===== config.mk =====
export PLATFORM = sky130hd
export DESIGN_NAME = rgb565_gray_ci_ctrl
export DESIGN_NICKNAME = d
export VERILOG_FILES = /design/src/rtl/rgb565_gray_ci_ctrl.sv
export SDC_FILE = /design/constraint.sdc
export NUM_CORES = 1
export LEC_CHECK = 0
export BUFFER_PORTS_ARGS = -buffer_cell sky130_fd_sc_hd__buf_4
export CAP_MARGIN = 30
export CORE_UTILIZATION = 64
export CTS_CLUSTER_SIZE = 40
export DETAILED_ROUTE_END_ITERATION = 10
export PLACE_DENSITY_LB_ADDON = 0.15
export SYNTH_ARGS = -nofsm -noshare
export SYNTH_HDL_FRONTEND = slang
export SYNTH_SLANG_ARGS = --single-unit

===== constraint.sdc =====
create_clock -name clock -period 10.95 [get_ports clock]
set_input_delay 2.7375 -clock clock [delete_from_list [all_inputs] [get_ports clock]]
set_output_delay 2.7375 -clock clock [all_outputs]
set_load 0.05 [all_outputs]

===== src/rtl/rgb565_gray_ci_ctrl.sv =====
// rtl/rgb565_gray_ci_ctrl.sv - RGB565 to 8-bit gray custom instruction, four pixels per command
// Optional macro RGB565_GRAY_BYTESWAP_EN byte-swaps each pixel before field extraction.
module rgb565_gray_ci_ctrl #(
  parameter logic [7:0] customInstructionId = 8'd0
) (
  input  logic        clock,
  input  logic        reset,
  input  logic        ciStart,
  input  logic        ciCke,
  input  logic [7:0]  ciN,
  input  logic [31:0] ciValueA,
  input  logic [31:0] ciValueB,
  output logic        ciDone,
  output logic [31:0] ciResult
);

  typedef enum logic [1:0] {IDLE, CONV, DONE} state_t;

  state_t      state;
  logic [1:0]  cnt;
  logic [63:0] ops;
  logic [31:0] acc;

  logic [15:0] pix_raw;
  logic [15:0] pix;
  logic [7:0]  r8, g8, b8;
  logic [15:0] sum;
  logic [7:0]  gray;

  // Operand word: P0 in [15:0] up to P3 in [63:48], selected by the pixel counter.
  assign pix_raw = ops[16*cnt +: 16];

`ifdef RGB565_GRAY_BYTESWAP_EN
  assign pix = {pix_raw[7:0], pix_raw[15:8]};
`else
  assign pix = pix_raw;
`endif

  assign r8   = {pix[15:11], pix[15:13]};
  assign g8   = {pix[10:5], pix[10:9]};
  assign b8   = {pix[4:0], pix[4:2]};
  assign sum  = 16'd54 * {8'd0, r8} + 16'd183 * {8'd0, g8} + 16'd19 * {8'd0, b8};
  assign gray = 8'(sum >> 8);

  always_ff @(posedge clock or posedge reset) begin
    if (reset) begin
      state    <= IDLE;
      cnt      <= 2'd0;
      ops      <= 64'd0;
      acc      <= 32'd0;
      ciDone   <= 1'b0;
      ciResult <= 32'd0;
    end else if (ciCke) begin
      case (state)
        IDLE: begin
          ciDone   <= 1'b0;
          ciResult <= 32'd0;
          if (ciStart && (ciN == customInstructionId)) begin
            ops   <= {ciValueB, ciValueA};
            cnt   <= 2'd0;
            acc   <= 32'd0;
            state <= CONV;
          end
        end
        CONV: begin
          acc[8*cnt +: 8] <= gray;
          cnt             <= cnt + 2'd1;
          if (cnt == 2'd3) begin
            // The last byte bypasses acc so the result is valid in DONE.
            state    <= DONE;
            ciDone   <= 1'b1;
            ciResult <= {gray, acc[23:0]};
          end
        end
        DONE: begin
          ciDone   <= 1'b0;
          ciResult <= 32'd0;
          state    <= IDLE;
        end
        default: begin
          ciDone   <= 1'b0;
          ciResult <= 32'd0;
          state    <= IDLE;
        end
      endcase
    end
  end

endmodule


==> flow_metrics.py, run 1 <==
metrics = {
    "floorplan": {
        "start_util_pct": 66.0,
        "coreArea_um2": 12700,
        "io_pins": 109,
        "die_height_um": 116,
        "dieArea_um2": 13500,
        "die_w_um": 116,
        "rows": 41,
    },
    "sta": {
        "skew_ps": 9.14,
        "grt_setup_unrepaired": "no",
        "fmax_mhz": 140,
        "setup_slack_ps": 3810,
        "slew-limit-headroom_pct": 36.5,
        "whs_ps": 488,
        "min_period_ps": 7140,
        "setup_viol": 0,
        "hold_violations": 0,
        "setup_tns_ps": 0,
        "finalCritPeriodShare_pct": 65.2,
        "report.final.slew_viol_count": 0,
        "worstMarginPinSlew_ps": 953,
    },
    "worst_setup_path": {
        "worstPathRequired_ps": 11300,
        "crit_chain": "mux4_2, ha_1, inv_1, fa_1, inv_1, fa_1, inv_1, ha_1, nand2_1, o21ai_0, o41ai_1, inv_1, a21oi_1, xor2_1, fa_1, inv_1, ha_1, and4_1, o211ai_1, nand3_2, o41ai_4, mux2i_1, a211oi_2, a22o_1",
        "arrival_ps": 7490,
        "path_buf_inv": 5,
        "max_stage_delay_ps": 960,
        "critical_path_class": "reg -> reg",
        "crit_path_start_kind": "flop",
        "reg2reg_slack_ps": 3810,
        "crit_path_top_delay_cell": "dfrtp_1",
        "critPathCaptureType": "flop",
        "crit_path_max_fanout": 19,
        "critPathTopFamily": "adder cells",
        "crit_top_cell": "inv_1",
    },
    "cells_and_area": {
        "stdcell_area_um2": 9970,
        "layout-drive-gt1-share_pct": 27.4,
        "diodes": 0,
        "final_cells": 1018,
        "syn_to_final_growth_pct": 19.2,
        "fill_cells": 794,
        "nNetsFinal": 1051,
        "fin_util_pct": 78.7,
    },
    "synth": {
        "synth_edf_count": 0,
        "synth_nets": 940,
        "synth.avg_cell_area_um2": 11.6,
        "yosysSeqAreaShare_pct": 37.4,
        "ys_types": 45,
        "synth_area_um2": 8370,
        "ys_warn_count": 0,
        "syn_inst": 722,
        "yosys_most_used_dff": "dfrtp_1",
        "synth-async-reset-ratio_pct": 100,
        "ys_ff_latch": 125,
    },
    "pwr": {
        "ir_drop_uv": 123,
        "powerDensity_nw_per_um2": 123,
        "p_leak_nw": 5.46,
        "finalPower_mw": 1.23,
    },
    "place": {
        "io_buffer_count": 108,
        "pre_cts_ws_ps": 3890,
        "dp_hpwl_mm": 14.2,
        "dp.cells": 986,
        "dpl_cell_area_um2": 9360,
        "gp_congestion": 0.888,
    },
    "grt": {
        "grt_usage_pct": 30.7,
        "antenna_found_initial": 0,
        "grt_max_degree": 74,
        "gr-total-overflow": 0,
        "first_global_vias": 6211,
        "grt_pass1_wl_mm": 30.6,
    },
    "route": {
        "drtIter0Drc": 341,
        "viasPerCell": 5.65,
        "drcViolationCount": 0,
        "final_antenna_net_count": 0,
        "firstDrtPassIters": 5,
        "vias": 5747,
        "wl_per_cell_um": 18.3,
        "drt_wl_total_mm": 18.7,
    },
    "clock_network": {
        "clk_pin_slew_ps": 60,
        "cts-buffers-inserted": 17,
        "cts.sinks": 125,
        "postCtsResizedCells": 0,
        "clk_latency_ps": 410,
        "cts.path.max_buffers": 2,
        "cts_hold_repair.buffers": 0,
        "h-tree-depth": 4,
        "cts_tree": "done",
        "cts-root-buf": "clkbuf_16",
        "postCtsSetupBuffers": 0,
    },
    "outcome": {
        "status": "completed",
    },
    "hold_path": {
        "min_path_type": "reg -> reg",
    },
    "run": {
        "drv_cap": 0,
    },
}
==> cells in the mapped netlist (2+ instances only) <==
library cell	count	area (µm²)
a21o_1	6	45.0
a21oi_1	16	80.1
a22o_1	28	245
and2_1	2	12.5
and3_1	4	25.0
buf_1	3	11.3
buf_2	5	25.0
clkbuf_1	13	48.8
dfrtp_1	125	3130
fa_1	59	1180
ha_1	83	1040
inv_1	127	477
mux2_2	64	721
mux2i_1	2	20.0
mux4_2	16	360
nand2_1	61	229
nand2b_1	3	18.8
nand3_1	4	20.0
nor2_1	10	37.5
nor2b_1	3	18.8
nor3_1	3	15.0
o21a_1	2	15.0
o21ai_0	38	190
o21ai_1	3	15.0
o21bai_1	2	15.0
xnor2_1	8	70.1
xor2_1	14	123
==> path summary, 6_finish.rpt <==
check | startpoint | to | depth (start not counted)
hold / removal | ciResult[23] | ciResult[23] | 2
max in group asynchronous | reset | acc[2] | 3
setup reg to reg | cnt[1] | acc[15] | 24
setup / recovery | cnt[1] | acc[15] | 24
hold reg to reg | ciResult[23] | ciResult[23] | 2
min in group asynchronous | reset | ops[54] | 2
==> power breakdown <==
part / internal [mW] / total (mW) / switching [mW]
clock network: 0.374 / 0.579 / 0.205
logic: 0.0741 / 0.174 / 0.100
registers: 0.469 / 0.476 / 0.00704
==> state kept, by name, indices dropped and copies added, names as in the netlist <==
signal	flops
cnt	2
acc	24
state	2
ciResult	32
ciDone	1
ops	64
==> metal layers <==
metal / GRT usage [%] / part of all wire (%) / vias up
met5: 0 / 0 / -
met4: 9.83 / 1.8 / 0
met3: 5.60 / 4.0 / 26
met1: 42.5 / 46 / 2929
met2: 49.5 / 48 / 163
li1: - / - / 2629
==> layout make-up <==
type | count | area [µm²] | area share [%]
inverter | 127 | 479 | 4.80
clock inverter | 11 | 139 | 1.39
tap | 172 | 215 | 2.16
sequential | 125 | 3130 | 31.4
multi-input combinational | 449 | 4690 | 47.1
clock buffer | 21 | 470 | 4.72
timing repair buffer | 113 | 848 | 8.51
==> worst register-to-register path, delay by kind of cell (launching register included) <==
kind / cells / cell delay (ps)
compound gates: 7 / 1810
mux: 2 / 890
flops: 1 / 960
simple gates: 3 / 470
buf+inv: 5 / 300
fa+ha+maj: 6 / 2510
xor+xnor: 1 / 100
==> cell families after synthesis <==
family	count (synthesis)	synth area share, %
compound gates	104	8.42
xor+xnor	22	2.30
fa+ha+maj	142	26.5
buf+inv	148	6.71
flops	125	37.4
mux	82	13.2
simple gates	99	5.49
==> placed cells by master (no fill, tap or decap), types with 10 or more instances in the layout <==
cell	netlist	layout
a22o_1	28	28
ha_1	83	83
dfrtp_1	125	125
clkbuf_16	0	17
mux4_2	16	16
nand2_1	61	61
o21ai_0	38	37
buf_4	0	113
a21oi_1	16	16
fa_1	59	59
nor2_1	10	10
inv_1	127	126
xor2_1	14	14
mux2_2	64	64
Note: power is estimated with default switching activity, not from simulation.
==> run 2: changes to the inputs <==
--- a/config.mk
+++ b/config.mk
@@ -5,9 +5,10 @@
 export SDC_FILE = /design/constraint.sdc
 export NUM_CORES = 1
 export LEC_CHECK = 0
+export ABC_AREA = 1
 export BUFFER_PORTS_ARGS = -buffer_cell sky130_fd_sc_hd__buf_4
 export CAP_MARGIN = 30
-export CORE_UTILIZATION = 64
+export CORE_UTILIZATION = 54
 export CTS_CLUSTER_SIZE = 40
 export DETAILED_ROUTE_END_ITERATION = 10
 export PLACE_DENSITY_LB_ADDON = 0.15
==> constraint.sdc (replaced) <==
create_clock -name clock -period 5.9 [get_ports clock]
set_input_delay 1.475 -clock clock [delete_from_list [all_inputs] [get_ports clock]]
set_output_delay 1.475 -clock clock [all_outputs]
set_load 0.05 [all_outputs]
==> run 2 against run 1 <==
  * Register-to-register slack got worse by 3600 ps
  * Wire length rose by 10%
  * Clock skew rose by 1.4 ps
  * First-iteration DRC count rose by 41%
  * Die area rose by 25%
  * Count of clock-buffer cells in the layout fell by 2
  * Utilization fell by 9.3 points
  * Via count rose by 19%
  * Worst setup slack got worse by 3600 ps
  * Global-route usage fell by 4.9 points
  * Fmax rose by 25%
  * Critical path type unchanged
  * Critical endpoint is now acc[11]
==> flow_metrics.py, run 2 <==
metrics = {
    "outcome": {
        "status": "completed",
    },
    "synth": {
        "ys_ff_latch": 125,
        "synth_top_area_share_pct": 35.4,
        "synth_common_cells": "inv_1, nand2_1, dfrtp_1, ha_1, fa_1",
        "synth_area_um2": 8840,
        "ys_warn_count": 0,
        "yosysSeqAreaShare_pct": 35.4,
        "synth.avg_cell_area_um2": 9.59,
        "synth_edf_count": 0,
        "synth-async-reset-ratio_pct": 100,
        "ys_types": 45,
        "syn_inst": 922,
        "yosysMostFrequentCell": "inv_1",
        "synth_top_cells_by_area": "dfrtp_1, fa_1, ha_1",
        "synth_top_cell_by_area": "dfrtp_1",
        "synth_nets": 1140,
        "yosys_most_used_dff": "dfrtp_1",
    },
    "grt": {
        "first_global_vias": 6761,
        "grt_max_degree": 67,
        "grt_usage_pct": 25.8,
        "grt_pass1_wl_mm": 32.9,
        "antenna_found_initial": 0,
        "gr-total-overflow": 0,
    },
    "cells_and_area": {
        "seq_area_um2": 3130,
        "syn_to_final_growth_pct": 25.2,
        "layout_commonest_cell": "buf_4",
        "final_cells": 1319,
        "fill_cells": 1195,
        "nNetsFinal": 1308,
        "final_cell_mix": "buf_4, inv_1, nand2_1",
        "multi_input_area_um2": 5100,
        "fin_util_pct": 69.4,
        "largest_reg_flops": 64,
        "top_register": "ops",
        "layout-drive-gt1-share_pct": 29.0,
        "diodes": 0,
        "reg_top3": "ops x64, ciResult x32, acc x24",
    },
    "route": {
        "wl_per_cell_um": 15.6,
        "drt_wl_total_mm": 20.6,
        "vias": 6843,
        "viasPerCell": 5.19,
        "firstDrtPassIters": 4,
        "final_antenna_net_count": 0,
        "drtIter0Drc": 481,
        "drcViolationCount": 0,
    },
    "clock_network": {
        "cts_tree": "done",
        "cts.path.max_buffers": 2,
        "cts-buffers-inserted": 17,
        "h-tree-depth": 4,
        "cts-root-buf": "clkbuf_16",
        "clk_pin_slew_ps": 60,
        "cts_hold_repair.buffers": 0,
        "postCtsSetupBuffers": 0,
        "clk_latency_ps": 420,
        "postCtsResizedCells": 0,
        "cts.sinks": 125,
    },
    "worst_setup_path": {
        "critical_path_class": "reg -> reg",
        "critPathCaptureType": "flop",
        "setup.worst_path.start": "cnt[0]",
        "arrival_ps": 6050,
        "crit_path_start_kind": "flop",
        "crit_path_max_fanout": 25,
        "r2r-start": "cnt[0]",
        "worstPathRequired_ps": 6250,
    },
    "floorplan": {
        "start_util_pct": 55.4,
        "coreArea_um2": 15900,
        "die_height_um": 130,
        "io_pins": 109,
        "dieArea_um2": 16900,
        "die_w_um": 130,
        "rows": 46,
    },
    "place": {
        "dp.cells": 1287,
        "gp_congestion": 0.903,
        "io_buffer_count": 108,
        "dp_hpwl_mm": 16.2,
    },
    "sta": {
        "setup_viol": 0,
        "worstMarginPinSlew_ps": 922,
        "finalCritPeriodShare_pct": 96.6,
        "hold_violations": 0,
        "slew-limit-headroom_pct": 38.3,
        "skew_ps": 10.5,
        "report.final.slew_viol_count": 0,
        "fmax_mhz": 175,
        "grt_setup_unrepaired": "yes",
        "min_period_ps": 5700,
    },
    "run": {
        "drv_cap": 0,
    },
    "hold_path": {
        "min_path_type": "reg -> reg",
        "min-delay-start": "ciResult[26]",
    },
}
-- run 2: logic make-up after synthesis --
kind of cell | count (synthesis) | synth area share [%]
adders and majority gates | 142 | 25.1
AOI/OAI and AO/OA | 117 | 8.38
DFF | 125 | 35.4
xor gates and xnor gates | 19 | 1.97
buffers and inverters | 197 | 8.79
and+or+nand+nor | 264 | 13.0
muxes | 58 | 7.39
-- run 2: critical path, cell delays in order, from the launching register on --
cell      delay, ps
dfrtp_2         450
buf_12          170
a21oi_1         140
a32oi_1          70
buf_4           190
fa_1            540
inv_1            50
fa_1            500
inv_1            60
fa_1            560
fa_1            440
fa_1            540
inv_1            50
fa_1            540
inv_1            70
ha_4            270
nand2_2          80
nor2_2          120
nand2_1          70
o211ai_2        210
xor2_2          300
nand3_1         130
nand2_1          90
-- run 2: path summary, 6_finish.rpt --
check / endpoint / slack (ps) / cells after the start
max: acc[11] / 200 / 22
min: ciResult[26] / 480 / 2
max reg2reg: acc[11] / 200 / 22
min reg2reg: ciResult[26] / 480 / 2
max in group asynchronous: cnt[0] / 4060 / 3
min in group asynchronous: ops[14] / 1040 / 2
-- run 2: cell type report --
type,instances,area share [%]
Clock buffer,19,4.09
Clock inverter,13,1.06
Inverter,173,5.91
Multi-Input combinational cell,600,46.1
Sequential cell,125,28.3
Tap cell,216,2.44
Timing Repair Buffer,173,12.1
-- run 2: per-layer routing --
layer	GRT usage [%]	wire length, µm
met1	32.1	8820
met5	0	0
met4	8.34	528
met2	45.3	10300
met3	4.96	961
-- run 2: per-stage QoR --
| stage | area [µm²] | setup slack [ps] | setup TNS (ps) | hold WS (ps) |
|---|---|---|---|---|
| finish | 11100 | 200 | 0 | 482 |
| global route | 11100 | -69.2 | -444 | 500 |
| CTS | 10900 | 13.1 | 0 | 486 |
| detailed placement | 10300 | 65.4 | 0 | 471 |
| global placement | 10300 | 167 | 0 | 465 |
| floorplan | 8850 | 69.8 | 0 | 450 |
Power of run 2 is left out: the tool's default activity adds up to more than one toggle a clock period on the data nets, which glitch-free logic cannot reach.
